**src/rtl/seven_segment_reader.sv**
```systemverilog
// seven_segment_reader
// Loopback monitor for a multiplexed, active-low seven-segment display bus.
// Waits for each scanned digit to hold steady, decodes the segment pattern
// back to a hex nibble, gathers four digits into a 16-bit word and pulses
// frame_valid when a full frame has been seen.
//
// Build option: define SEVEN_SEGMENT_READER_BLANK_EN to accept the all-off
// pattern (7F) as a legal blank digit (nibble 0, no error).
module seven_segment_reader #(
    parameter int unsigned STABLE_CYCLES = 4
) (
    input  logic        clk,
    input  logic        rst,
    input  logic [6:0]  seg,
    input  logic [3:0]  an,
    output logic [15:0] value,
    output logic [3:0]  digit_err,
    output logic        frame_valid,
    output logic        frame_err
);

    typedef enum logic [1:0] {
        ST_WAIT,
        ST_COUNT,
        ST_HOLD
    } state_t;

    // Returns {err, nibble} for a registered segment pattern (seg[6]=a .. seg[0]=g).
    function automatic logic [4:0] decode(input logic [6:0] p);
        case (p)
            7'h01: decode = 5'h00;
            7'h4F: decode = 5'h01;
            7'h12: decode = 5'h02;
            7'h06: decode = 5'h03;
            7'h4C: decode = 5'h04;
            7'h24: decode = 5'h05;
            7'h20: decode = 5'h06;
            7'h0F: decode = 5'h07;
            7'h00: decode = 5'h08;
            7'h04: decode = 5'h09;
            7'h08: decode = 5'h0A;
            7'h60: decode = 5'h0B;
            7'h31: decode = 5'h0C;
            7'h42: decode = 5'h0D;
            7'h30: decode = 5'h0E;
            7'h38: decode = 5'h0F;
`ifdef SEVEN_SEGMENT_READER_BLANK_EN
            7'h7F: decode = 5'h00;
`endif
            default: decode = 5'h10;
        endcase
    endfunction

    // Registered state
    logic [6:0]  s_seg_q, s_seg_d;
    logic [3:0]  s_an_q,  s_an_d;
    logic [6:0]  p_seg_q, p_seg_d;   // previous s_seg sample
    logic [3:0]  p_an_q,  p_an_d;    // previous s_an sample
    state_t      state_q, state_d;
    logic [7:0]  cnt_q,   cnt_d;
    logic [15:0] value_q, value_d;
    logic [3:0]  digit_err_q, digit_err_d;
    logic [3:0]  mask_q,  mask_d;
    logic        ferr_q,  ferr_d;
    logic        frame_valid_q, frame_valid_d;
    logic        frame_err_q,   frame_err_d;

    // Decision helpers
    logic        an_ok;
    logic        an_same;
    logic        seg_same;
    logic        capture;
    logic [1:0]  idx;
    logic [4:0]  dec;

    // Input stage: sample the pins and keep one older copy for change detection.
    always_comb begin
        s_seg_d = seg;
        s_an_d  = an;
        p_seg_d = s_seg_q;
        p_an_d  = s_an_q;
    end

    // Anode qualification: which digit is selected and whether anything moved.
    always_comb begin
        an_ok    = 1'b1;
        idx      = 2'd0;
        case (s_an_q)
            4'b1110: idx = 2'd0;
            4'b1101: idx = 2'd1;
            4'b1011: idx = 2'd2;
            4'b0111: idx = 2'd3;
            default: an_ok = 1'b0;
        endcase
        an_same  = (s_an_q == p_an_q);
        seg_same = (s_seg_q == p_seg_q);
        dec      = decode(s_seg_q);
    end

    // Stability FSM: count identical one-hot samples and flag the capture cycle.
    always_comb begin
        // NOTE: every output of a combinational block gets a default first so
        // no path leaves it unassigned, which would infer a latch.
        state_d = state_q;
        cnt_d   = cnt_q;
        capture = 1'b0;
        case (state_q)
            ST_WAIT: begin
                cnt_d = 8'd0;
                if (an_ok) begin
                    state_d = ST_COUNT;
                    cnt_d   = 8'd1;
                end
            end
            ST_COUNT: begin
                if (!an_ok) begin
                    state_d = ST_WAIT;
                    cnt_d   = 8'd0;
                end else if (an_same && seg_same) begin
                    cnt_d = cnt_q + 8'd1;
                end else begin
                    cnt_d = 8'd1;
                end
            end
            ST_HOLD: begin
                if (!an_ok) begin
                    state_d = ST_WAIT;
                    cnt_d   = 8'd0;
                end else if (!(an_same && seg_same)) begin
                    state_d = ST_COUNT;
                    cnt_d   = 8'd1;
                end
            end
            default: begin
                state_d = ST_WAIT;
                cnt_d   = 8'd0;
            end
        endcase
        // Reaching the threshold captures on this same edge, including the
        // single-sample case where the count has just restarted at 1.
        if (state_d == ST_COUNT && cnt_d == 8'(STABLE_CYCLES)) begin
            capture = 1'b1;
            state_d = ST_HOLD;
        end
    end

    // Capture and frame assembly.
    always_comb begin
        value_d       = value_q;
        digit_err_d   = digit_err_q;
        mask_d        = mask_q;
        ferr_d        = ferr_q;
        frame_valid_d = 1'b0;
        frame_err_d   = 1'b0;
        if (capture) begin
            value_d[{idx, 2'b00} +: 4] = dec[3:0];
            digit_err_d[idx]           = dec[4];
            mask_d[idx]                = 1'b1;
            ferr_d                     = ferr_q | dec[4];
            if (mask_d == 4'hF) begin
                frame_valid_d = 1'b1;
                frame_err_d   = ferr_d;
                mask_d        = 4'h0;
                ferr_d        = 1'b0;
            end
        end
    end

    // State register with synchronous reset.
    always_ff @(posedge clk) begin
        // NOTE: sequential state uses non-blocking assignments so every flop
        // samples pre-edge values regardless of statement order.
        if (rst) begin
            s_seg_q       <= 7'h7F;
            s_an_q        <= 4'hF;
            p_seg_q       <= 7'h7F;
            p_an_q        <= 4'hF;
            state_q       <= ST_WAIT;
            cnt_q         <= 8'd0;
            value_q       <= 16'h0000;
            digit_err_q   <= 4'h0;
            mask_q        <= 4'h0;
            ferr_q        <= 1'b0;
            frame_valid_q <= 1'b0;
            frame_err_q   <= 1'b0;
        end else begin
            s_seg_q       <= s_seg_d;
            s_an_q        <= s_an_d;
            p_seg_q       <= p_seg_d;
            p_an_q        <= p_an_d;
            state_q       <= state_d;
            cnt_q         <= cnt_d;
            value_q       <= value_d;
            digit_err_q   <= digit_err_d;
            mask_q        <= mask_d;
            ferr_q        <= ferr_d;
            frame_valid_q <= frame_valid_d;
            frame_err_q   <= frame_err_d;
        end
    end

    assign value       = value_q;
    assign digit_err   = digit_err_q;
    assign frame_valid = frame_valid_q;
    assign frame_err   = frame_err_q;

endmodule

```
**config.mk**
```make
export PLATFORM = sky130hd
export DESIGN_NAME = seven_segment_reader
export DESIGN_NICKNAME = d
export VERILOG_FILES = /design/src/rtl/seven_segment_reader.sv
export SDC_FILE = /design/constraint.sdc
export NUM_CORES = 1
export LEC_CHECK = 0
export ABC_AREA = 1
export BUFFER_PORTS_ARGS = -buffer_cell sky130_fd_sc_hd__clkbuf_2
export CAP_MARGIN = 5
export CORE_MARGIN = 1
export CORE_UTILIZATION = 30
export DETAILED_ROUTE_END_ITERATION = 16
export PLACE_DENSITY = 0.53
export SETUP_SLACK_MARGIN = 0.15
export SLEW_MARGIN = 5
export SYNTH_ARGS = -nofsm -noshare
export SYNTH_HDL_FRONTEND = slang
export SYNTH_SLANG_ARGS = --single-unit
```
**constraint.sdc**
```tcl
create_clock -name clk -period 3.1 [get_ports clk]
set_input_delay 0 -clock clk [delete_from_list [all_inputs] [get_ports clk]]
set_output_delay 0 -clock clk [all_outputs]
set_load 0.02 [all_outputs]
```
==> results.cfg <==
[power]
power.total_mw = 1.61
peakVddDrop_mv = 0.248
power.density_nw_per_um2 = 440
p_leak_nw = 1.74

[logic_synthesis]
ys_seq_elements = 59
synth_fp_nets = 484
synth_edf_count = 0
yosys.cell_types.count = 28
synth_flop_cell = dfxtp_1
synthArstFlopShare_pct = 0
synth_top_area_share_pct = 38.0
synth_area_um2 = 3100
netlist_instances = 463
ys_seq_area_share_pct = 38.0
yosysMostFrequentCell = nand2_1
syn_area_per_cell_um2 = 6.70
yosysTopAreaCell = dfxtp_1
ys_warn_count = 0
yosys-top-cells-area = dfxtp_1 38%, nand2_1 15%, nor2_1 7.4%
synthTopCellsByCount = 123 x nand2_1, 61 x nor2_1, 59 x dfxtp_1

[timing]
tightestPinTransition_ns = 0.706
setup_violations = 0
finalMaxSlewViolations = 0
tns_ns = 0
rsz0062_at_grt = no
whs_ns = 0.314
relSlewSlack_pct = 52.9
fin_crit_ns = 2.62
hold_viol_final = 0
finClkSkew_ns = 0.00742
fin_crit_sh_pct = 84.6
clock.fmax_mhz = 381
layout_setup_ws_ns = 0.478

[final_layout]
nNetsFinal = 530
finalInstanceArea_um2 = 3670
fin_util_pct = 37.0
syn_to_final_growth_pct = 18.2
fin_cells = 647
diodes = 0
drive_above_1_share_pct = 16.0

[job]
cap_violations = 0

[critical_path]
path_delay_family = simple AND/OR/NAND/NOR gates
r2r_cells = 8
cpPeakStageDelay_ns = 0.61
crit_chain = nor3_1 -> nor2_1 -> ha_1 -> clkinv_1 -> a2111oi_0 -> nand3_1 -> nand2_1 -> a21oi_1
required_ns = 3.32
start_kind = flip-flop
crit_path_top_delay_cell = a2111oi_0
path_max_fanout = 10
worstSetupEndpointType = flip-flop
timing.rr.end = mask_q[2]$_SDFFE_PP0P_
rrSetupSlack_ns = 0.48
crit_end = mask_q[2]$_SDFFE_PP0P_
cp.depth = 8
worst-path-buf-inv = 1
reg2reg_from = p_an_d[3]$_SDFF_PP1_
critPathKind = reg2reg
worstPathArrival_ns = 2.84
cp-startpoint = p_an_d[3]$_SDFF_PP1_

[grt]
grt_max_degree = 36
grt_pass1_wl_mm = 13.1
gr-total-overflow = 0
grt_pass1_vias = 2864
grtUsageTotal_pct = 15.1
antenna_found_initial = 0

[clock_network]
clock_latency_ns = 0.33
cts_max_path_buffers = 2
cts_buffers = 9
cts.clk_slew.worst_paths_ns = 0.07
clockRootBuffer = clkbuf_8
cts_tree = done
cts-resized-gates = 0
cts_sinks = 59
htree_num_levels = 3

[drt]
drc_errors = 0
wire_per_inst_um = 11.3
wl_mm = 7.29
vias = 2993
detail_route.vias_per_cell = 4.63
firstDrtPassIters = 4
dr.first_iter.drc_count = 121
ant_nets = 0

[placed_design]
pre_cts_ws_ns = 0.559
dp.cells = 620
port_buffers = 34
gp_congestion = 0.887
placed_cell_area_um2 = 3380
hpwl_mm = 5.39

[die]
core_um2 = 9910
rows = 36
die_y_um = 104
dieArea_um2 = 10800
die_w_um = 104
start_util_pct = 31.3
io_pins = 35

[status]
status = finished, final reports clean

[hold_path]
min_path_type = in2reg
cell type report:
type                            instances  area, µm²
Clock buffer                           12        155
Clock inverter                          4       25.0
Fill cell                            1087       6240
Inverter                               66        248
Multi-Input combinational cell        326       1600
Sequential cell                        59       1180
Tap cell                              133        166
Timing Repair Buffer                   47        295
worst min-delay path by stage:
stage,start,depth (start not counted),slack [ns],endpoint
4_1_cts,rst,2,0.30,digit_err[2]$_SDFFE_PP0P_
3_3_place_gp,seg[4],2,0.18,p_seg_d[4]$_SDFF_PP1_
2_1_floorplan,an[0],1,0.10,p_an_d[0]$_SDFF_PP1_
3_5_place_dp,seg[4],2,0.18,p_seg_d[4]$_SDFF_PP1_
5_1_grt,seg[5],3,0.36,p_seg_d[5]$_SDFF_PP1_
6_report,rst,2,0.31,digit_err[2]$_SDFFE_PP0P_
what timing repair did:
action / in CTS / in global routing
hold buffers: 11 / 0
endpoints found under the hold margin: 11 / 0
buffers inserted: 0 / 0
state kept, by name, indices dropped and copies added, names as in the netlist:
register / count
p_an_q: 4
p_seg_d: 7
value: 16
mask_q: 4
frame_err: 1
p_seg_q: 7
cnt_q: 8
digit_err: 4
state_q: 2
p_an_d: 4
frame_valid: 1
ferr_q: 1
power breakdown:
group / switching, mW / total, mW / internal [mW] / leakage (nW)
Sequential: 0.0164 / 0.790 / 0.774 / 0.481
Combinational: 0.123 / 0.183 / 0.0600 / 1.17
Clock: 0.308 / 0.639 / 0.331 / 0.0884
per-layer routing:
| layer | wire length, µm | GRT usage [%] | vias to the layer above |
|---|---|---|---|
| li1 | - | - | 1566 |
| met3 | 266 | 4.15 | 2 |
| met2 | 3590 | 25.4 | 56 |
| met4 | 35 | 5.31 | 0 |
| met5 | 0 | 0 | - |
| met1 | 3400 | 18.5 | 1369 |
cell usage in the layout, fill, tap and decap left out, types with 2 or more instances in the layout:
cell | Yosys | final
inv_1 | 54 | 54
nand2_1 | 123 | 123
nand3_1 | 33 | 33
nor2_1 | 61 | 61
dlygate4sd3_1 | 0 | 11
nor2_2 | 3 | 3
or2_2 | 11 | 11
xnor2_1 | 5 | 5
a21oi_1 | 19 | 19
clkbuf_2 | 0 | 34
clkbuf_8 | 0 | 11
ha_1 | 8 | 8
nor2_4 | 3 | 3
clkinv_2 | 0 | 2
nand3b_1 | 4 | 4
dfxtp_1 | 59 | 59
a21boi_0 | 2 | 2
buf_4 | 2 | 2
nand4_1 | 34 | 34
nand2_2 | 2 | 2
nor3_1 | 11 | 11
clkinv_1 | 2 | 2
clkinvlp_4 | 0 | 2
inv_2 | 10 | 10
nand3_2 | 2 | 2
kinds of logic after synthesis:
group	count (synthesis)	share of synthesized area, %
simple gates	288	42.3
buf+inv	78	10.5
flops	59	38.0
compound gates	24	4.23
fa+ha+maj	8	3.22
xor+xnor	6	1.69
worst reg2reg max path, cell delays in order, from the launching register on:
cell and delay [ns]:
dfxtp_1 0.43, nor3_1 0.09, nor2_1 0.33, ha_1 0.38, clkinv_1 0.31, a2111oi_0 0.61
nand3_1 0.13, nand2_1 0.17, a21oi_1 0.06
No activity file was read; power rests on OpenSTA's default activity.
